## src/rtl/io_input_ctrl_if.sv

```systemverilog
// Load/store I/O register bus between the CPU and the input peripheral.
interface io_input_ctrl_if;
    logic        i_rd_en;
    logic        i_wr_en;
    logic [1:0]  i_addr;
    logic [31:0] i_wdata;
    logic [31:0] o_rdata;
    logic        o_rdata_vld;

    modport master (
        output i_rd_en, i_wr_en, i_addr, i_wdata,
        input  o_rdata, o_rdata_vld
    );

    modport slave (
        input  i_rd_en, i_wr_en, i_addr, i_wdata,
        output o_rdata, o_rdata_vld
    );
endinterface

```

## src/rtl/io_input_ctrl.sv

```systemverilog
// io_input_ctrl: synchronizes and debounces board switches/buttons, exposes
// them through a four-word register window and raises a level interrupt.
module io_input_ctrl #(
    parameter int unsigned DEBOUNCE_CYCLES = 16
) (
    input  logic           i_clk,
    input  logic           i_rst_n,
    input  logic [31:0]    i_io_sw,
    input  logic [3:0]     i_io_btn,
    io_input_ctrl_if.slave bus,
    output logic           o_irq
);
    localparam int unsigned      CNT_W    = $clog2(DEBOUNCE_CYCLES + 1);
    localparam logic [CNT_W-1:0] CNT_LAST = CNT_W'(DEBOUNCE_CYCLES - 1);

    localparam logic [1:0] ADDR_SW   = 2'd0;
    localparam logic [1:0] ADDR_BTN  = 2'd1;
    localparam logic [1:0] ADDR_PEND = 2'd2;
    localparam logic [1:0] ADDR_IEN  = 2'd3;

    logic [31:0]      sw_meta, sw_sync, stable_sw;
    logic [3:0]       btn_meta, btn_sync, stable_btn;
    logic [CNT_W-1:0] sw_cnt, sw_cnt_nxt;
    logic [CNT_W-1:0] btn_cnt     [4];
    logic [CNT_W-1:0] btn_cnt_nxt [4];
    logic             sw_upd;
    logic [3:0]       btn_upd;
    logic [4:0]       pend, ien, pend_set, pend_clr;
    logic [31:0]      rd_mux;
    logic             unused_wdata_hi;

    // upper write-data bits have no register behind them
    assign unused_wdata_hi = ^bus.i_wdata[31:5];

    // two-flop synchronizers on every raw input bit
    always_ff @(posedge i_clk or negedge i_rst_n) begin
        if (!i_rst_n) begin
            sw_meta  <= '0;
            sw_sync  <= '0;
            btn_meta <= '0;
            btn_sync <= '0;
        end else begin
            sw_meta  <= i_io_sw;
            sw_sync  <= sw_meta;
            btn_meta <= i_io_btn;
            btn_sync <= btn_meta;
        end
    end

    // debounce counters: count while synced differs from stable; the cycle
    // that would reach DEBOUNCE_CYCLES commits instead, so counters never wrap
    always_comb begin
        sw_upd     = 1'b0;
        sw_cnt_nxt = '0;
        if (sw_sync != stable_sw) begin
            if (sw_cnt >= CNT_LAST) sw_upd = 1'b1;
            else                    sw_cnt_nxt = sw_cnt + CNT_W'(1);
        end
        btn_upd = '0;
        for (int unsigned i = 0; i < 4; i++) begin
            btn_cnt_nxt[i] = '0;
            if (btn_sync[i] != stable_btn[i]) begin
                if (btn_cnt[i] >= CNT_LAST) btn_upd[i] = 1'b1;
                else                        btn_cnt_nxt[i] = btn_cnt[i] + CNT_W'(1);
            end
        end
    end

    // debounce state: counters and stable values
    always_ff @(posedge i_clk or negedge i_rst_n) begin
        if (!i_rst_n) begin
            sw_cnt     <= '0;
            stable_sw  <= '0;
            stable_btn <= '0;
            for (int unsigned i = 0; i < 4; i++) btn_cnt[i] <= '0;
        end else begin
            sw_cnt <= sw_cnt_nxt;
            if (sw_upd) stable_sw <= sw_sync;
            for (int unsigned i = 0; i < 4; i++) begin
                btn_cnt[i] <= btn_cnt_nxt[i];
                if (btn_upd[i]) stable_btn[i] <= btn_sync[i];
            end
        end
    end

    // pend set/clear terms and read-data selection from pre-edge values
    always_comb begin
        pend_set = {btn_upd & btn_sync, sw_upd};
        pend_clr = (bus.i_wr_en && bus.i_addr == ADDR_PEND) ? bus.i_wdata[4:0] : '0;
        case (bus.i_addr)
            ADDR_SW:   rd_mux = stable_sw;
            ADDR_BTN:  rd_mux = {28'd0, stable_btn};
            ADDR_PEND: rd_mux = {27'd0, pend};
            default:   rd_mux = {27'd0, ien};
        endcase
    end

    // pend (write-1-to-clear, set wins) and interrupt enable registers
    always_ff @(posedge i_clk or negedge i_rst_n) begin
        if (!i_rst_n) begin
            pend <= '0;
            ien  <= '0;
        end else begin
            pend <= (pend & ~pend_clr) | pend_set;
            if (bus.i_wr_en && bus.i_addr == ADDR_IEN) ien <= bus.i_wdata[4:0];
        end
    end

    // registered read port; data holds between reads
    always_ff @(posedge i_clk or negedge i_rst_n) begin
        if (!i_rst_n) begin
            bus.o_rdata     <= '0;
            bus.o_rdata_vld <= 1'b0;
        end else begin
            bus.o_rdata_vld <= bus.i_rd_en;
            if (bus.i_rd_en) bus.o_rdata <= rd_mux;
        end
    end

    // level interrupt from current pend and enable
    always_ff @(posedge i_clk or negedge i_rst_n) begin
        if (!i_rst_n) o_irq <= 1'b0;
        else          o_irq <= |(pend & ien);
    end
endmodule

```

## src/flat_wrapper.sv

```systemverilog
// flat-port wrapper written by rule: the top's interface ports become plain ports
module io_input_ctrl_flat 
#(
    parameter int unsigned DEBOUNCE_CYCLES = 16
)
  (i_clk, i_rst_n, i_io_sw, i_io_btn, o_irq, bus_i_rd_en, bus_i_wr_en, bus_i_addr, bus_i_wdata, bus_o_rdata, bus_o_rdata_vld);
  io_input_ctrl_if bus_i ();
  input  logic i_clk;
  input  logic i_rst_n;
  input  logic [31:0] i_io_sw;
  input  logic [3:0] i_io_btn;
  output logic o_irq;
  input wire logic [$bits(bus_i.i_rd_en)-1:0] bus_i_rd_en;
  input wire logic [$bits(bus_i.i_wr_en)-1:0] bus_i_wr_en;
  input wire logic [$bits(bus_i.i_addr)-1:0] bus_i_addr;
  input wire logic [$bits(bus_i.i_wdata)-1:0] bus_i_wdata;
  output wire logic [$bits(bus_i.o_rdata)-1:0] bus_o_rdata;
  output wire logic [$bits(bus_i.o_rdata_vld)-1:0] bus_o_rdata_vld;
  assign bus_i.i_rd_en = bus_i_rd_en;
  assign bus_i.i_wr_en = bus_i_wr_en;
  assign bus_i.i_addr = bus_i_addr;
  assign bus_i.i_wdata = bus_i_wdata;
  assign bus_o_rdata = bus_i.o_rdata;
  assign bus_o_rdata_vld = bus_i.o_rdata_vld;
  io_input_ctrl #(.DEBOUNCE_CYCLES(DEBOUNCE_CYCLES)) u_core (.i_clk(i_clk), .i_rst_n(i_rst_n), .i_io_sw(i_io_sw), .i_io_btn(i_io_btn), .bus(bus_i), .o_irq(o_irq));
endmodule
```

## config.mk

```make
export PLATFORM = sky130hd
export DESIGN_NAME = io_input_ctrl_flat
export DESIGN_NICKNAME = d
export VERILOG_FILES = /design/src/rtl/io_input_ctrl_if.sv /design/src/rtl/io_input_ctrl.sv /design/src/flat_wrapper.sv
export SDC_FILE = /design/constraint.sdc
export NUM_CORES = 1
export LEC_CHECK = 0
export ABC_CLOCK_PERIOD_IN_PS = 2000
export CAP_MARGIN = 20
export CORE_ASPECT_RATIO = 1.25
export CORE_UTILIZATION = 47
export DETAILED_ROUTE_END_ITERATION = 7
export GPL_ROUTABILITY_DRIVEN = 1
export GPL_TIMING_DRIVEN = 0
export PLACE_DENSITY_LB_ADDON = 0.08
export SLEW_MARGIN = 25
export SYNTH_ARGS = -nofsm -noshare
export SYNTH_HDL_FRONTEND = slang
export SYNTH_SLANG_ARGS = --single-unit
```

## constraint.sdc

```tcl
create_clock -name i_clk -period 2 [get_ports i_clk]
set_clock_uncertainty 0.1 [all_clocks]
set_input_delay 0.2 -clock i_clk [delete_from_list [all_inputs] [get_ports i_clk]]
set_output_delay 0.2 -clock i_clk [all_outputs]
set_load 0.05 [all_outputs]
```

==> run_results.csv <==
group,metric,value,unit
status,status,"complete, but fails checks",
status,violations,"negative setup slack",
sta,finalCritPeriodShare,110,%
setup_path,r2r-start,"u_core.stable_sw[16]",
power,p_leak,3.85,nW
setup_path,r2r_cells,7,
global_routing,grt_pass1_vias,3999,
layout,final_net_count,670,
setup_path,crit_path_end,"u_core.stable_sw[4]",
routing,drt_first_pass_iters,4,
setup_path,cp-start-kind,"register",
synth,postSynthNetCount,560,
routing,vias_per_cell,4.97,
layout,syn_to_final_growth,30.1,%
sta,final.min_clock_period,2.21,ns
sta,tightest_slew,0.619,ns
clock_tree,htree_levels,4,
layout,drive_gt1_share,16.6,%
clock_tree,clock_latency,0.43,ns
routing,num_vias,3825,
min_path,hold_depth,1,
sta,max_freq,0.453,GHz
synth,ys_seq_area_share,69.0,%
placement,io_buffers,78,
routing,drc,0,
layout,n_fill_cell,1063,
placement,place_ws,-0.768,ns
synth,ys.flop_type,"dfrtp_1",
power,ir_drop,500,µV
floorplanning,die_y,133,µm
layout,layout.cells.non_filler,769,
synth,synth_cell_types,27,
setup_path,crit_type,"register to register",
synth,synth.area.top_cells,"dfrtp_1 (69%), mux2_2 (7.2%), xor2_1 (4.9%)",
placement,gp_congestion,0.741,
clock_tree,cts_tree,"yes",
sta,grt_setup_unrepaired,"yes",
setup_path,r2r_slack,-0.21,ns
clock_tree,root_buffer,"clkbuf_16",
floorplanning,core,13300,µm²
sta,relSlewSlack,58.7,%
setup_path,critical_path_arrival,2.42,ns
setup_path,required,2.21,ns
setup_path,worstSetupEndpointType,"register",
setup_path,cp_max_fo,8,
synth,syn_avg_cell_area,13.5,µm²
synth,synth_edf_count,0,
setup_path,cpPeakStageDelay,0.40,ns
min_path,hold_path_class,"primary input to register",
clock_tree,cts_buffers,17,
clock_tree,clock-sinks,177,
routing,drtIter0Drc,168,
global_routing,grt_max_degree,99,
floorplanning,start_util,48.3,%
synth,synth_top_area_share,69.0,%
synth,yosysMostFrequentCell,"dfrtp_1",
power,p_per_area,927,nW/µm²
sta,tns,-5.88,ns
global_routing,grt_pass1_wl,20000,µm
synth,synth_area,6420,µm²
placement,dp.cells,726,
synth,ys_ff_latch,177,
global_routing,antenna_found_initial,0,
routing,wl_per_cell,16.4,µm
setup_path,slowest_stage,"dfrtp_1",
global_routing,grt_overflow_total,0,
sta,hold_ws,0.108,ns
job,maxCapViolations,0,
sta,hold_violations,0,
sta,drv_slew,0,
synth,synthCells,476,
setup_path,reg2reg_to,"u_core.stable_sw[4]",
clock_tree,cts_buffer_depth,2,
layout,multiInputGateArea,1940,µm²
placement,dp_hpwl,7990,µm
floorplanning,std_cell_rows,47,
routing,detail-route-antenna-nets,0,
setup_path,crit_start,"u_core.stable_sw[16]",
sta,finalSetupViolCount,33,
synth,netlist_top_cells_count,"dfrtp_1 (177), nand2_1 (45), inv_1 (41), mux2_2 (41), xor2_1 (36)",
global_routing,grt_use_total,18.9,%
setup_path,crit_chain,"xor2_1 > nor4_2 > nand4_1 > o21ai_4 > buf_12 > clkbuf_16 > mux2_4",
floorplanning,die-area,14100,µm²
sta,setup_ws,-0.208,ns
synth,synthArstFlopShare,100,%
synth,synth_top_cell_by_area,"dfrtp_1",
clock_tree,clkTransAtPathRegs,0.06,ns
floorplanning,io_pins,108,
routing,wl,12600,µm
floorplanning,die_w,107,µm
layout,layout.area.seq,4430,µm²
layout,antennaDiodeCount,0,
synth,yosys_warnings,0,
==> registers in the layout, indices dropped and copies added (netlist names) <==
register,cells
u_core.btn_meta,4
u_core.sw_cnt,5
u_core.ien,5
u_core.sw_meta,32
u_core.btn_cnt,20
u_core.stable_btn,4
u_core.pend,5
u_core.stable_sw,32
u_core.bus.o_rdata,32
u_core.o_irq,1
u_core.bus.o_rdata_vld,1
u_core.sw_sync,32
u_core.btn_sync,4
==> cells in the final DEF (no fill, tap or decap), types with 7 or more instances in the layout <==
| cell type | n |
|---|---|
| mux2_2 | 12 |
| inv_1 | 41 |
| nand4_1 | 7 |
| nor2_1 | 32 |
| clkbuf_16 | 20 |
| ha_1 | 10 |
| clkdlybuf4s50_1 | 77 |
| clkbuf_1 | 10 |
| o21ai_0 | 29 |
| xor2_1 | 36 |
| nand2_1 | 44 |
| dfrtp_1 | 177 |
| mux2_4 | 29 |
==> cell families after synthesis <==
group                      Yosys count  share of synthesized area (%)
DFF                                177                           69.0
AOI/OAI and AO/OA                   46                           4.23
muxes                               46                           8.75
buffers and inverters               52                           3.39
adders and majority gates           10                           1.95
xor gates and xnor gates            41                           5.59
and+or+nand+nor                    104                           7.15
==> through the flow <==
step / power [mW] / area, µm² / utilization (%)
after floorplan: 4.32 / 6420 / -
after global placement: 4.66 / 7420 / 55.8
after detailed placement: 4.68 / 7450 / 56.1
after CTS: 7.81 / 8080 / 60.8
after global routing: 8.05 / 8350 / 62.9
final: 7.74 / 8350 / 62.9
==> where the power goes <==
group,leakage (nW),internal [mW],total [mW],switching (mW)
Clock,0.277,1.83,3.09,1.26
Sequential,2.18,3.78,3.91,0.137
Combinational,1.39,0.323,0.738,0.415
==> routing by layer <==
layer | GRT usage (%) | up-vias | share of wire, %
li1 | - | 1801 | -
met1 | 23.8 | 1927 | 44
met2 | 31.3 | 81 | 51
met3 | 4.53 | 16 | 3.2
met4 | 7.99 | 0 | 1.8
met5 | 0 | - | 0
==> area by class of cell <==
cell class              instances  share of cell area (%)
well taps                     171                    2.56
plain buffers                  11                    1.11
flip-flops and latches        177                    53.0
clock buffers                  25                    5.93
repair buffers                 91                    11.7
inverters                      41                    1.84
multi-input cells             247                    23.2
clock inverters                 6                   0.659
==> how the worst min path moves through the flow <==
stage / endpoint / start
2_1_floorplan: u_core.btn_cnt[0] / i_rst_n
3_3_place_gp: u_core.sw_sync[7] / u_core.sw_meta[7]
3_5_place_dp: u_core.sw_sync[31] / i_rst_n
4_1_cts: u_core.sw_meta[23] / i_io_sw[23]
5_1_grt: u_core.sw_meta[25] / i_io_sw[25]
6_report: u_core.sw_meta[23] / i_io_sw[23]
==> timing repair <==
| action | 4_1_cts | 5_1_grt |
|---|---|---|
| setup buffers | 2 | 6 |
| pin swaps | 3 | 4 |
| hold endpoints to repair | 79 | 0 |
| gates resized for setup | 11 | 36 |
| endpoints found under the setup margin | 53 | 53 |
| cloned | 0 | 3 |
| hold buffers | 1 | 0 |
==> critical path, delay by kind of cell, from the launching register on <==
family	cells	cell delay [ns]
AND/OR/NAND/NOR	2	0.55
flip-flops	1	0.40
AO/OA/AOI/OAI	1	0.22
multiplexers	1	0.30
XOR/XNOR	1	0.18
buffers and inverters	2	0.34
Power figures use the tool's default switching activity.
